<file path="src/rtl/cjb_cpu_step_ctrl.sv">
// Execution-rate controller: turns board switches and a step button into a
// one-cycle CPU clock enable on Clk_50, with post-reset hold and a cycle counter.
module cjb_cpu_step_ctrl #(
  parameter int DB_CYCLES = 500000,
  parameter int SLOW_DIV  = 50000000,
  parameter int FAST_DIV  = 5000000,
  parameter int RST_HOLD  = 16
) (
  input  logic        Clk_50,
  input  logic        Reset,
  input  logic        Step_pb,
  input  logic [1:0]  Mode,
  input  logic        Halt_req,
  output logic        Cpu_clk_en,
  output logic        Cpu_reset,
  output logic        Running,
  output logic [15:0] Cycle_cnt
);

  localparam int DIV_MAX = (SLOW_DIV > FAST_DIV) ? SLOW_DIV : FAST_DIV;
  localparam int RATE_W  = $clog2(DIV_MAX + 1);
  localparam int DB_W    = $clog2(DB_CYCLES + 1);
  localparam int HOLD_W  = $clog2(RST_HOLD + 1);

  localparam logic [RATE_W-1:0] SLOW_TERM = RATE_W'(SLOW_DIV - 1);
  localparam logic [RATE_W-1:0] FAST_TERM = RATE_W'(FAST_DIV - 1);
  localparam logic [DB_W-1:0]   DB_TERM   = DB_W'(DB_CYCLES - 1);
  localparam logic [HOLD_W-1:0] HOLD_TERM = HOLD_W'(RST_HOLD - 1);

  typedef enum logic [1:0] {S_RST_HOLD, S_HALT, S_STEP, S_RUN} state_t;

  logic              pb_p0, pb_p1;
  logic [1:0]        mode_p0, mode_p1, mode_d;
  logic              db_level, db_prev, step_req;
  logic [DB_W-1:0]   db_cnt;
  state_t            state, state_next;
  logic [HOLD_W-1:0] hold_cnt, hold_next;
  logic [RATE_W-1:0] rate_cnt, rate_next, rate_eff, div_term;
  logic              mode_chg, term, en_next;

  // Stage p0/p1: two-flop synchronizers for the asynchronous board inputs
  always_ff @(posedge Clk_50 or negedge Reset) begin
    if (!Reset) begin
      pb_p0   <= 1'b1;
      pb_p1   <= 1'b1;
      mode_p0 <= 2'b00;
      mode_p1 <= 2'b00;
      mode_d  <= 2'b00;
    end else begin
      pb_p0   <= Step_pb;
      pb_p1   <= pb_p0;
      mode_p0 <= Mode;
      mode_p1 <= mode_p0;
      mode_d  <= mode_p1;
    end
  end

  // Debounce, then a registered falling-edge detector producing step_req
  always_ff @(posedge Clk_50 or negedge Reset) begin
    if (!Reset) begin
      db_level <= 1'b1;
      db_prev  <= 1'b1;
      db_cnt   <= '0;
      step_req <= 1'b0;
    end else begin
      db_prev  <= db_level;
      step_req <= db_prev & ~db_level;
      if (pb_p1 == db_level) begin
        db_cnt <= '0;
      end else if (db_cnt == DB_TERM) begin
        db_level <= pb_p1;
        db_cnt   <= '0;
      end else begin
        db_cnt <= db_cnt + 1'b1;
      end
    end
  end

  // The cycle a mode change appears counts as rate count zero, so the spacing restarts there
  assign mode_chg = (mode_p1 != mode_d);
  assign rate_eff = mode_chg ? '0 : rate_cnt;
  assign div_term = (mode_p1 == 2'b11) ? FAST_TERM : SLOW_TERM;
  assign term     = (rate_eff == div_term);

  always_comb begin
    state_next = state;
    hold_next  = hold_cnt;
    rate_next  = '0;
    en_next    = 1'b0;
    case (state)
      S_RST_HOLD: begin
        if (hold_cnt == HOLD_TERM) state_next = S_HALT;
        else                       hold_next  = hold_cnt + 1'b1;
      end
      S_HALT: begin
        if (mode_p1[1] && !Halt_req) begin
          state_next = S_RUN;
        end else if (mode_p1 == 2'b01 && step_req) begin
          state_next = S_STEP;
          en_next    = 1'b1;
        end
      end
      S_STEP: state_next = S_HALT;
      S_RUN: begin
        // Exit has priority over a terminal count
        if (!mode_p1[1] || Halt_req) state_next = S_HALT;
        else if (term)               en_next    = 1'b1;
        else                         rate_next  = rate_eff + 1'b1;
      end
      default: state_next = S_HALT;
    endcase
  end

  // Output stage: every output is a flop loaded from the next-state decode
  always_ff @(posedge Clk_50 or negedge Reset) begin
    if (!Reset) begin
      state      <= S_RST_HOLD;
      hold_cnt   <= '0;
      rate_cnt   <= '0;
      Cpu_clk_en <= 1'b0;
      Cpu_reset  <= 1'b1;
      Running    <= 1'b0;
      Cycle_cnt  <= '0;
    end else begin
      state      <= state_next;
      hold_cnt   <= hold_next;
      rate_cnt   <= rate_next;
      Cpu_clk_en <= en_next;
      Cpu_reset  <= (state_next == S_RST_HOLD);
      Running    <= (state_next == S_RUN);
      Cycle_cnt  <= (state == S_RST_HOLD) ? 16'h0000 : Cycle_cnt + 16'(en_next);
    end
  end

endmodule
</file>
<file path="config.mk">
export PLATFORM = sky130hd
export DESIGN_NAME = cjb_cpu_step_ctrl
export DESIGN_NICKNAME = d
export VERILOG_FILES = /design/src/rtl/cjb_cpu_step_ctrl.sv
export SDC_FILE = /design/constraint.sdc
export NUM_CORES = 1
export LEC_CHECK = 0
export CORE_MARGIN = 5
export CORE_UTILIZATION = 58
export DETAILED_ROUTE_END_ITERATION = 10
export PLACE_DENSITY = 0.78
export SLEW_MARGIN = 20
export SYNTH_ARGS = -nofsm -noshare
export SYNTH_HDL_FRONTEND = slang
export SYNTH_SLANG_ARGS = --single-unit
</file>
<file path="constraint.sdc">
create_clock -name Clk_50 -period 7.8 [get_ports Clk_50]
set_clock_uncertainty 0.1 [all_clocks]
set_input_delay 2.34 -clock Clk_50 [delete_from_list [all_inputs] [get_ports Clk_50]]
set_output_delay 2.34 -clock Clk_50 [all_outputs]
set_load 0.05 [all_outputs]
</file>
# == Word-level counts from Yosys, hierarchy flattened ==
# Index checks and enable logic that the tools add are counted.
# totals
reg_bits,82
inputBits,6
out_inout_bits,19
wordCells,62
# op_classes
addsub,4
eq_ne,11
muxes,18
n_bitwise,4
reduce_logical,9
# op_table
op,count
$mux 26,5
$mux 19,2
$add 26x1->26 const B,1
$eq 26x26->1,1
$add 19x1->19 const B,1
$eq 19x19->1 const B,1
$add 16x1->16,1
$mux 16,1
$eq 2x2->1 const B,4
$mux 2,4
$pmux 2 s4,1
$add 5x1->5 const B,1
$eq 5x4->1 const B,1
$eq 2x1->1 const B,2
$logic_not 2->1,2
$mux 1,4
$reduce_and 2->1,2
$not 1->1,3
$logic_and 1x1->1,2
$logic_not 1->1,2
$ne 2x2->1,1
$pmux 1 s2,1
$and 1x1->1,1
$eq 1x1->1,1
$logic_or 1x1->1,1

# == Depth between registers and ports, before layout ==
# Gate-level depths: netlist (run 1).
# depth
depth_word,8
depth_mapped,14
mapped_depth_nobuf,13

# == Worst setup path before layout (run 1) ==
# Ideal clock, no wire load.
# synth_path
path_type,input port to flip-flop
startpoint,input port Halt_req
endpoint,register Cycle_cnt[10]
setup_time_ns,0.077
arrival_ns,4.438
t_required_ns,7.623
slack_ns,3.185
path_stages,10
path_buffers,1
cell_sequence,and3b_1 -> clkbuf_1 -> nand2_1 -> or4_1 -> nand2_1 -> ha_1 -> and3_1 -> nand3_1 -> or3_1 -> a21oi_1
# synth_via
elab_chain_len,6
word_cells_on_any_way,8
cone_classes,add/sub (1); mux (4); reduce/logical (3)
# synth_lines
element,line,text
"start, declared",13,"input logic Halt_req,"
$logic_not 1->1,96,if (mode_p1[1] && !Halt_req) begin
$logic_and 1x1->1,96,
$mux 1,96,
$pmux 1 s2 *,90,case (state)
named net en_next,39,"logic mode_chg, term, en_next;"
$add 16x1->16 *,131,Cycle_cnt <= (state == S_RST_HOLD) ? 16'h0000 : Cycle_cnt + 16'(en_next);
$mux 16 *,131,
"end signal, assigned",131,
"end, declared",17,output logic [15:0] Cycle_cnt
# Mark *: on every way through the listed nets, which the timed path passes. The rest lies on a longest branch.
# A chain may end at the register's enable or synchronous reset.

# == Final worst setup path (run 1) ==
# Same ends and word-level chain as after synthesis.

==> impl_metrics.toml, run 1 <==
[floorplanning]
dieArea_um2 = 8870
die_w_um = 94.2
ios = 25
start_util = 0.602
rows = 30
core_um2 = 6830
die_y_um = 94.2

[setup_path]
crit_top_cell = "nand2_1"
reg2reg_depth = 13
rr_startpoint = "mode_p1[1]$_DFF_PN0_"
crit_type = "in2reg"
crit_chain = "clkdlybuf4s50_1, and3b_1, nand2_1, or4_1, nand2_1, ha_1, and3_1, nand3_1, or3_1, a21oi_1"
cp-start-kind = "input port"
crit_path_max_incr_delay_ps = 570
regToRegSetupSlack_ps = 3970
worst_ep_arrival_time_ps = 4990
critPathCaptureType = "flip-flop"
r2r_end = "Cycle_cnt[10]$_DFF_PN0_"
cp_max_fo = 10
cpLargestDelayFamily = "simple AND/OR/NAND/NOR gates"
crit_buf_inv = 1
required_ps = 7970
crit_start = "Halt_req"
slowest_stage = "or4_1"

[synth]
syn_avg_cell_area_um2 = 9.93
syn_inst = 414
syn-num-nets = 426
synthArstFlopShare = 1.00
synth_area_um2 = 4110
postSynthRegisterBits = 82
yosys-top-cells-area = "dfrtp_1 47%, xnor2_1 5.5%, xor2_1 5.5%"
yosys_warnings = 0
yosysSeqAreaShare = 0.501
synth-edff-count = 0
yosysTopAreaCell = "dfrtp_1"
synth_cell_type_count = 47
yosysMostFrequentCell = "dfrtp_1"
ys_top_cells_by_count = "77 x dfrtp_1, 60 x nor2_1, 34 x nand2_1"
synth_flop_cell = "dfrtp_1"
synth_top_area_frac = 0.469

[cts]
hold_buffers = 0
clockBufferDepth = 2
cts_made_buffers = 9
cts_max_level = 3
cts_setup_buffers = 0
clkTransAtPathRegs_ps = 80
clockRootBuffer = "clkbuf_8"
cts_resized = 0
worstSkewPairLatency_ps = 350
cts.sinks = 82
cts_tree = "yes"

[global_routing]
grt.total_usage = 0.192
grt_pass1_vias = 2941
grt.overflow.total = 0
busiest_layer = "met2"
use_met1 = 0.258
grt.met3_usage = 0.0321
met2_usage = 0.303
grt_max_degree = 83
antenna_found_initial = 0
grt_pass1_wl_um = 13500

[timing]
hold_viol = 0
period_share = 0.618
setup_viol = 0
rsz0062_at_grt = "false"
tightest_slew_ps = 981
final.setup.tns_ps = 0
max_slew_margin = 0.344
fin_crit_ps = 4820
slew_viol_final = 0
fmaxAchievable_ghz = 0.208

[routing]
routedWlPerCell_um = 14.3
drt_wl_total_um = 7660
dr.pass1.iters = 4
vias = 3017
vias_per_cell = 5.62
drc = 0
drtAntennaViolNets = 0
drt_iter0_markers = 239

[place]
dp.cells = 521
place_area_um2 = 4400
dp_hpwl_um = 5380
gp_congestion = 0.883
io_buffer_count = 24

[min_path]
hold_path_class = "reg2reg"
hold_depth = 0
min_to = "mode_p1[0]$_DFF_PN0_"
hp-start = "mode_p0[0]$_DFF_PN0_"

[cells_and_area]
diodes = 0
stdcell_area_um2 = 4600
fin_cells = 537
layout.nets = 448
syn_to_final_growth_pct = 12.0
drive_above_1_share = 0.0680

[power_and_ir_drop]
powerDensity_nw_per_um2 = 167
p_leak_nw = 1.86
combPwrFrac = 0.036
clkPwrFrac = 0.400
vdd_drop_max_uv = 115
power.switching_uw = 175
sequentialPowerShare = 0.564
p_int_uw = 595
swShare = 0.228

[job]
maxCapViolCount = 0

[outcome]
status = "finished clean"
metrics by stage:
stage	util	worst slack [ps]	total power, mW	hold slack [ps]
final	0.674	2980	0.771	256
after global routing	0.674	2780	0.802	270
after CTS	0.674	2990	0.781	257
after detailed placement	0.644	2610	0.472	236
after global placement	0.644	2710	0.471	236
after floorplan	-	3180	0.457	231
logic make-up after synthesis:
kind of cell | share of synthesized area
AND/OR/NAND/NOR | 0.273
flip-flops | 0.501
XOR/XNOR | 0.124
AO/OA/AOI/OAI | 0.0466
buffers and inverters | 0.0292
adder cells (fa/ha/maj) | 0.0183
multiplexers | 0.00791
worst register-to-register path, delay by kind of cell, from the launching register on:
kind,cells,cell delay (ps)
AO/OA/AOI/OAI,2,340
flip-flops,1,530
adder cells (fa/ha/maj),2,420
AND/OR/NAND/NOR,8,2000
XOR/XNOR,1,360
state kept, by name, summed over array words and instances (netlist names), 2 cells and up:
| signal | flops |
|---|---|
| Cycle_cnt | 16 |
| db_cnt | 19 |
| hold_cnt | 5 |
| mode_d | 2 |
| mode_p0 | 2 |
| mode_p1 | 2 |
| rate_cnt | 26 |
| state | 2 |
metal layers:
metal,vias to the layer above,wire (um)
met4,0,153
met2,63,3670
met1,1450,3540
met5,-,0
met3,14,290
li1,1490,-
power groups by stage:
| stage | Clock (mW) | Sequential [mW] | Combinational (mW) |
|---|---|---|---|
| 2_1_floorplan | 0 | 0.442 | 0.0157 |
| 3_3_place_gp | 0 | 0.443 | 0.0283 |
| 3_5_place_dp | 0 | 0.443 | 0.0286 |
| 4_1_cts | 0.318 | 0.435 | 0.0286 |
| 5_1_grt | 0.335 | 0.436 | 0.0316 |
| 6_report | 0.308 | 0.435 | 0.0275 |
cells in the final DEF, fill, tap and decap left out, types with 2 or more instances in the layout:
cell | netlist | layout
dfrtp_1 | 77 | 77
nor2_1 | 60 | 60
nand2_1 | 34 | 34
xnor2_1 | 26 | 26
xor2_1 | 26 | 26
clkdlybuf4s50_1 | 0 | 23
nand3_1 | 19 | 19
nor3_1 | 15 | 15
nand4_1 | 14 | 14
inv_1 | 14 | 14
nor4_1 | 14 | 14
or3_1 | 11 | 11
and3_1 | 10 | 10
clkbuf_8 | 0 | 10
a21oi_1 | 8 | 8
o21ai_0 | 7 | 7
ha_1 | 6 | 6
dfstp_2 | 5 | 5
nor2b_1 | 5 | 5
and4_1 | 5 | 5
or4b_1 | 4 | 4
and3b_1 | 3 | 3
nand4b_1 | 3 | 3
nand2b_1 | 3 | 3
and2_1 | 3 | 3
or4_1 | 3 | 3
nor3b_1 | 3 | 3
xnor2_4 | 2 | 2
nand3b_1 | 2 | 2
a31oi_1 | 2 | 2
o2111ai_1 | 2 | 2
mux2_2 | 2 | 2
clkinv_2 | 0 | 2
cell type report:
class,count,area [um^2]
Clock inverter,6,65.1
Fill cell,556,2230
Timing Repair Buffer,24,238
Sequential cell,82,2060
Clock buffer,10,138
Inverter,14,52.6
Multi-Input combinational cell,305,1930
Tap cell,96,120
worst max-delay path by stage:
stage               slack (ps)                       to  cells past startpoint
finish                    2980  Cycle_cnt[10]$_DFF_PN0_                     10
global route              2780  Cycle_cnt[10]$_DFF_PN0_                     10
CTS                       2990  Cycle_cnt[10]$_DFF_PN0_                     10
detailed placement        2610  Cycle_cnt[14]$_DFF_PN0_                     10
global placement          2710  Cycle_cnt[14]$_DFF_PN0_                     10
floorplan                 3180  Cycle_cnt[10]$_DFF_PN0_                     10
(Power assumes the default switching activity.)
==> run 2: changes to the inputs <==
clock period = 4.7 ns   (was 7.8 ns; I/O delays follow)
==> impl_metrics.toml, run 2 (synthesis results as in run 1) <==
[timing]
rsz0062_at_grt = "false"
hold_viol = 0
max_slew_margin = 0.330
fmaxAchievable_ghz = 0.256
tightest_slew_ps = 1000
fin_ws_ps = 789
fin_crit_ps = 3910
final.setup.tns_ps = 0
period_share = 0.832
slew_viol_final = 0
setup_viol = 0

[global_routing]
grt.overflow.total = 0
grt_pass1_vias = 2951
grt_max_degree = 83
grt.total_usage = 0.199
grt_pass1_wl_um = 13800
antenna_found_initial = 0

[cts]
cts_tree = "yes"
clockRootBuffer = "clkbuf_8"
cts_made_buffers = 9
hold_buffers = 0
worstSkewPairLatency_ps = 350
cts.sinks = 82
cts_setup_buffers = 0
clockBufferDepth = 2
cts_resized = 0
clkTransAtPathRegs_ps = 80
cts_max_level = 3

[place]
gp_congestion = 0.893
io_buffer_count = 24
dp_slack_ps = 430
dp.cells = 522
dp_hpwl_um = 5580

[cells_and_area]
drive_above_1_share = 0.0677
largest_register_ff_count = 26
layout.nets = 450
regMostFlops = "rate_cnt"
mostFrequentLayoutCell = "dfrtp_1"
final_cell_mix = "77 x dfrtp_1, 60 x nor2_1, 34 x nand2_1, 26 x xnor2_1, 26 x xor2_1"
syn_to_final_growth_pct = 11.9
multiInputGateArea_um2 = 1930
fillCellCount = 574
top_regs = "rate_cnt (26), db_cnt (19), Cycle_cnt (16)"
ff_latch_area_um2 = 2060
diodes = 0
fin_cells = 539

[power_and_ir_drop]
vdd_drop_max_uv = 207
p_leak_nw = 1.86
powerDensity_nw_per_um2 = 262
report.power.total_mw = 1.20

[routing]
drt_iter0_markers = 328
wl_met3_um = 415
wl_met2_um = 3740
drtAntennaViolNets = 0
vias_per_cell = 5.63
drc = 0
highest_layer = "met4"
wl_met1_um = 3590
routedWlPerCell_um = 14.7
dr.pass1.iters = 4
drt_wl_total_um = 7930
vias = 3032

[outcome]
status = "finished clean"

[floorplanning]
die_y_um = 94.2
rows = 30
die_w_um = 94.2
ios = 25
start_util = 0.602
dieArea_um2 = 8870
core_um2 = 6830

[min_path]
hold_path_class = "reg2reg"

[setup_path]
crit_type = "in2reg"
required_ps = 4880
cp-start-kind = "input port"
cp_max_fo = 10
critPathCaptureType = "flip-flop"
worst_ep_arrival_time_ps = 4090

[job]
maxCapViolCount = 0
-- run 2: cell count changes in the layout (fill, tap and decap cells not counted) --
cell,delta
clkinv_2,+1
inv_6,-1
buf_4,+1
clkbuf_8,-1
bufinv_16,-1
clkbuf_1,+2
buf_16,+1
-- run 2: critical path: stages --
cell and delay [ps]:
clkdlybuf4s50_1 390, and3b_1 270, nand2_1 220, or4_1 570
nand2_1 120, ha_1 200, and3_1 250, nand3_1 170
or3_1 340, a21oi_1 140
-- run 2: cell type report --
type	count	share of cell area
Clock buffer	11	0.0286
Clock inverter	5	0.00680
Inverter	14	0.0114
Multi-Input combinational cell	305	0.420
Sequential cell	82	0.448
Tap cell	96	0.0261
Timing Repair Buffer	26	0.0593
-- run 2: power breakdown --
group          total (mW)  switching, mW  internal [mW]
clock network       0.433          0.242          0.190
logic              0.0508         0.0327         0.0181
registers           0.721        0.00915          0.712
total                1.20          0.284          0.921
-- run 2: path summary, 6_finish.rpt --
check                      slack [ps]                 start  cells after the start                 endpoint
max                               790              Halt_req                     10  Cycle_cnt[10]$_DFF_PN0_
min                               250  mode_p0[1]$_DFF_PN0_                      0     mode_p1[1]$_DFF_PN0_
max reg2reg                       870  mode_p1[0]$_DFF_PN0_                     13  Cycle_cnt[10]$_DFF_PN0_
min reg2reg                       250  mode_p0[1]$_DFF_PN0_                      0     mode_p1[1]$_DFF_PN0_
max in group asynchronous        2990                 Reset                      2        db_prev$_DFF_PN1_
min in group asynchronous         880                 Reset                      1   Cycle_cnt[3]$_DFF_PN0_
-- run 2: through the flow --
stage	hold slack, ps	util	instance area (um^2)
final	252	0.673	4600
after detailed placement	235	0.645	4410
after floorplan	231	-	4110
after global routing	261	0.673	4600
after CTS	253	0.669	4570
after global placement	236	0.645	4410
-- run 2: layer usage --
layer,track usage,up-vias
li1,-,1491
met1,0.258,1437
met2,0.309,87
met3,0.0489,17
met4,0.0999,0
met5,0,-
==> patch 1 (flow settings as in run 2) <==
Register the inputs `Step_pb`, `Mode` and `Halt_req` before use. The logic sees them one clock later.
--- a/src/rtl/cjb_cpu_step_ctrl.sv
+++ b/src/rtl/cjb_cpu_step_ctrl.sv
@@ -29,6 +29,16 @@
 
   typedef enum logic [1:0] {S_RST_HOLD, S_HALT, S_STEP, S_RUN} state_t;
 
+  logic Step_pb_q;
+  logic [1:0] Mode_q;
+  logic Halt_req_q;
+
+  always_ff @(posedge Clk_50) begin
+    Step_pb_q  <= Step_pb;
+    Mode_q     <= Mode;
+    Halt_req_q <= Halt_req;
+  end
+
   logic              pb_p0, pb_p1;
   logic [1:0]        mode_p0, mode_p1, mode_d;
   logic              db_level, db_prev, step_req;
@@ -47,9 +57,9 @@
       mode_p1 <= 2'b00;
       mode_d  <= 2'b00;
     end else begin
-      pb_p0   <= Step_pb;
+      pb_p0   <= Step_pb_q;
       pb_p1   <= pb_p0;
-      mode_p0 <= Mode;
+      mode_p0 <= Mode_q;
       mode_p1 <= mode_p0;
       mode_d  <= mode_p1;
     end
@@ -93,7 +103,7 @@
         else                       hold_next  = hold_cnt + 1'b1;
       end
       S_HALT: begin
-        if (mode_p1[1] && !Halt_req) begin
+        if (mode_p1[1] && !Halt_req_q) begin
           state_next = S_RUN;
         end else if (mode_p1 == 2'b01 && step_req) begin
           state_next = S_STEP;
@@ -103,7 +113,7 @@
       S_STEP: state_next = S_HALT;
       S_RUN: begin
         // Exit has priority over a terminal count
-        if (!mode_p1[1] || Halt_req) state_next = S_HALT;
+        if (!mode_p1[1] || Halt_req_q) state_next = S_HALT;
         else if (term)               en_next    = 1'b1;
         else                         rate_next  = rate_eff + 1'b1;
       end
Check against the original RTL: no difference found for any inputs over 10 cycles, from zero or initial values and one cycle with Reset low; that may be too few to reach the edited logic, so the function may still have changed.
==> patch 1 against run 2 <==
  * Routed wire length down 6.5%
  * Core utilization decreased by 1.1 points
  * Total power grew 8.8%
  * Synthesized area fell by 4.2%
  * Global-route usage is 0.45 points lower
  * Critical path depth increased by 3
  * Count of clock-buffer cells in the layout down 1
  * Sequential cell count is 4 higher
  * Worst setup slack better by 23 ps
  * Critical path type is now reg -> reg
  * Cell area fell by 3.2%
  * Sequential power increased by 4.6%
==> patch 1: results (changes against run 2) <==
.. list-table::
   :header-rows: 1

   * - Metric
     - Value
   * - Number of global-route vias before repair
     - 2715 (-8.0%)
   * - Most frequent cells after synthesis
     - 77 x dfrtp_1, 62 x nor2_1, 33 x xor2_1
   * - Number of distinct library cells after synthesis
     - 42 (-11%)
   * - Final routed wirelength across all metal layers
     - 7.41 mm (-6.5%)
   * - Post-synthesis instance total
     - 376 (-9.2%)
   * - Power per cell area
     - 294 mW/mm^2 (+12%)
   * - Inserted Clock Buffers
     - 9 (unchanged)
   * - Part of the total power dissipated in the clock network
     - 0.392 (+0.033)
   * - Switching part of the total
     - 0.230 (-0.00571)
   * - Fraction of layout cells with a size suffix above 1
     - 0.0805 (+0.0128)
   * - Share of the yosys chip area belonging to registers
     - 0.543 (+0.0421)
   * - Via count
     - 2756 (-9.1%)
   * - Cell type of the slowest stage on the worst timing path
     - or4_4
   * - Global-route wire length before repair
     - 13.1 mm (-4.6%)
   * - Arrival time at the worst endpoint
     - 4060 ps (-30 ps)
   * - Critical Path Source
     - mode_p1[0]
   * - Filler instances
     - 518 (-9.8%)
   * - Maximum fanout encountered on the critical timing path
     - 7 (-3)
   * - Global placement routability congestion
     - 0.848 (-5.1%)
   * - Share of synthesized flip-flops with an asynchronous set or reset
     - 0.953 (-0.0465)
   * - Number of nets in the layout
     - 417 (-7.3%)
   * - Headroom to the max-slew limit
     - 0.335 (+0.00517)
   * - Syn nets
     - 388 (-8.9%)
   * - Number of DRC markers in iteration 0
     - 134 (-59%)
   * - Cell area after placement
     - 0.00425 sq mm (-3.6%)
   * - Leakage
     - 1.81 nW (-2.7%)
   * - Result of the run
     - complete, no violations
   * - Total Routing Usage GR
     - 0.194 (-0.00450)
   * - Post-placement cell count
     - 474 (-9.2%)
   * - Cell types with the largest area share after synthesis
     - dfrtp_1 49%, xor2_1 7.3%, nor2_1 5.9%
   * - Reg2Reg Setup Slack
     - 810 ps (-60 ps)
   * - Worst vdd ir
     - 0.273 mV (+32%)
   * - Sequential power
     - 0.754 mW (+4.6%)
[patch 1: how the worst min path moves through the flow]
| stage | from | slack, ps | endpoint | depth (start not counted) |
|---|---|---|---|---|
| 2_1_floorplan | Step_pb_q | 180 | pb_p0 | 0 |
| 3_3_place_gp | Step_pb_q | 190 | pb_p0 | 0 |
| 3_5_place_dp | Step_pb_q | 190 | pb_p0 | 0 |
| 4_1_cts | Step_pb_q | 200 | pb_p0 | 0 |
| 5_1_grt | Step_pb_q | 210 | pb_p0 | 0 |
| 6_report | Step_pb_q | 200 | pb_p0 | 0 |
[patch 1: final cells by class]
| class | instances | area, sq um | share of cell area |
|---|---|---|---|
| well taps | 80 | 100 | 0.0225 |
| clock inverters | 6 | 71.3 | 0.0160 |
| flip-flops and latches | 86 | 2140 | 0.480 |
| inverters | 6 | 22.5 | 0.00506 |
| repair buffers | 25 | 249 | 0.0559 |
| clock buffers | 10 | 128 | 0.0287 |
| multi-input cells | 277 | 1740 | 0.392 |
[patch 1: routing by layer]
layer / part of all wire / track usage
met5: 0 / 0
met4: 0.021 / 0.0743
met2: 0.48 / 0.300
met3: 0.044 / 0.0585
met1: 0.46 / 0.258
[patch 1: per-stage QoR]
stage          worst slack [ps]   util
2_1_floorplan              1140      -
3_3_place_gp               1020  0.632
3_5_place_dp                859  0.632
4_1_cts                     813  0.662
5_1_grt                     573  0.663
6_report                    812  0.663
[patch 1: logic make-up after synthesis]
family                   count (synthesis)  share of synthesized area
AND/OR/NAND/NOR                        192                      0.256
flip-flops                              86                      0.543
XOR/XNOR                                57                      0.127
AO/OA/AOI/OAI                           20                     0.0346
buffers and inverters                   13                     0.0146
adder cells (fa/ha/maj)                  6                     0.0191
multiplexers                             2                    0.00572
==> patch 2 (flow settings as in run 2) <==
Without the edit above. `SLOW_DIV`: 50000000 -> 25000000.
--- a/src/rtl/cjb_cpu_step_ctrl.sv
+++ b/src/rtl/cjb_cpu_step_ctrl.sv
@@ -2,7 +2,7 @@
 // one-cycle CPU clock enable on Clk_50, with post-reset hold and a cycle counter.
 module cjb_cpu_step_ctrl #(
   parameter int DB_CYCLES = 500000,
-  parameter int SLOW_DIV  = 50000000,
+  parameter int SLOW_DIV  = 25000000,
   parameter int FAST_DIV  = 5000000,
   parameter int RST_HOLD  = 16
 ) (
Check against the original RTL: same outputs for any inputs over 10 cycles, from zero or initial values and one cycle with Reset low; that may be too few to reach the edited logic, so the function may still have changed.
==> patch 2 against run 2 <==
  * Worst setup slack got worse by 21 ps
  * Cell area fell by 5.4%
  * Sequential cell count fell by 1
  * Synthesized area fell by 7.3%
  * Clock power rose by 40%
  * Total power rose by 13%
  * Via count fell by 12%
  * Count of clock-buffer cells in the layout fell by 2
  * Routed wire length fell by 12%
  * Maximum frequency fell by 0.53%
  * Core utilization rose by 0.83 points
  * Synthesized cell count fell by 11%
  * Combinational power fell by 20%
  * Largest cell class unchanged
  * Largest power group unchanged
  * Highest routed layer unchanged
==> patch 2: results (changes against run 2) <==
.. list-table::
   :header-rows: 1

   * - Metric
     - Value
   * - Result of the run
     - complete, no violations
   * - Non-Filler Instances
     - 481 (-11%)
   * - Cell types with the largest area share after synthesis
     - dfrtp_1 50%, xnor2_1 8.7%, nor2_1 5.4%
   * - Routed met1 length
     - 3.33 mm (-7.2%)
   * - Area fraction in compound gates after synthesis
     - 0.0240 (-0.0226)
   * - Pre-CTS WS
     - 594 ps (+164 ps)
   * - Number of distinct library cells after synthesis
     - 39 (-17%)
   * - Flip-flop and latch area
     - 0.00203 sq mm (-1.2%)
   * - Non-clock inverter count in the final layout
     - 11 (-3)
   * - Total Routing Usage GR
     - 0.183 (-0.0159)
   * - Synthesized flop and latch total
     - 81 (-1.2%)
   * - Fraction of layout cells with a size suffix above 1
     - 0.101 (+0.0338)
   * - Fraction of synthesized cell area in xor and xnor cells
     - 0.131 (+0.00683)
   * - Share of synthesized area spent on multiplexers
     - 0.00591 (-0.00200)
   * - Max Fclk
     - 0.254 GHz (-0.53%)
   * - Post-synthesis instance total
     - 370 (-11%)
   * - Post-placement cell count
     - 465 (-11%)
   * - Number of global-route vias before repair
     - 2630 (-11%)
   * - Syn nets
     - 382 (-10%)
   * - Multi-input combinational cell count
     - 270 (-11%)
   * - Maximum number of pins on one net before global-route repair
     - 82 (-1.2%)
   * - Global placement routability congestion
     - 0.848 (-5.1%)
   * - Maximum fanout encountered on the critical timing path
     - 9 (-1)
   * - CP peak stage delay
     - 500 ps (-70 ps)
   * - Switching part of the total
     - 0.212 (-0.0240)
   * - Cell type of the slowest stage on the worst timing path
     - nor3_1
   * - Met2 wire length
     - 3.21 mm (-14%)
   * - Hpwl dp
     - 4.79 mm (-14%)
   * - Most frequent cells after synthesis
     - 76 x dfrtp_1, 55 x nor2_1, 38 x xnor2_1
   * - Final routed wirelength across all metal layers
     - 6.99 mm (-12%)
   * - Global-route wire length before repair
     - 12.4 mm (-10%)
   * - Clock Network Area Fraction
     - 0.0558 (+0.0204)
   * - Leakage
     - 1.74 nW (-6.4%)
   * - Met3 GRT Util
     - 0.0364 (-0.0125)
   * - Die ar.
     - 0.00829 sq mm (-6.5%)
   * - Buffer share of cell area
     - 0.0589 (-0.000378)
   * - Least-Margin Pin Slew
     - 998 ps (-3.52 ps)
   * - Clock buf count
     - 9 (-2)
   * - Number of DRC markers in iteration 0
     - 157 (-52%)
-- patch 2: cell types whose count changed in the layout (fill, tap and decap cells not counted), moves of 5 or more --
cell	change
nand4_1	-6
xnor2_1	+12
nand3_1	+8
nor2_2	+10
xor2_1	-7
nand2_1	-6
or3_1	-7
nor2_1	-5
-- patch 2: metrics by stage --
step | total power [mW] | area (sq um) | hold slack (ps)
after floorplan | 0.741 | 3810 | 231
after global placement | 0.764 | 4110 | 234
after detailed placement | 0.765 | 4110 | 243
after CTS | 1.37 | 4350 | 262
after global routing | 1.41 | 4350 | 270
final | 1.36 | 4350 | 261
-- patch 2: final timing paths --
path	start	end	cells after the start
worst max-delay path	mode_p1[0]	Cycle_cnt[10]	14
worst min-delay path	mode_p0[0]	mode_p1[0]	0
worst max register to register	mode_p1[0]	Cycle_cnt[10]	14
worst min register to register	mode_p0[0]	mode_p1[0]	0
max in group asynchronous	Reset	rate_cnt[24]	1
min in group asynchronous	Reset	Cycle_cnt[12]	1
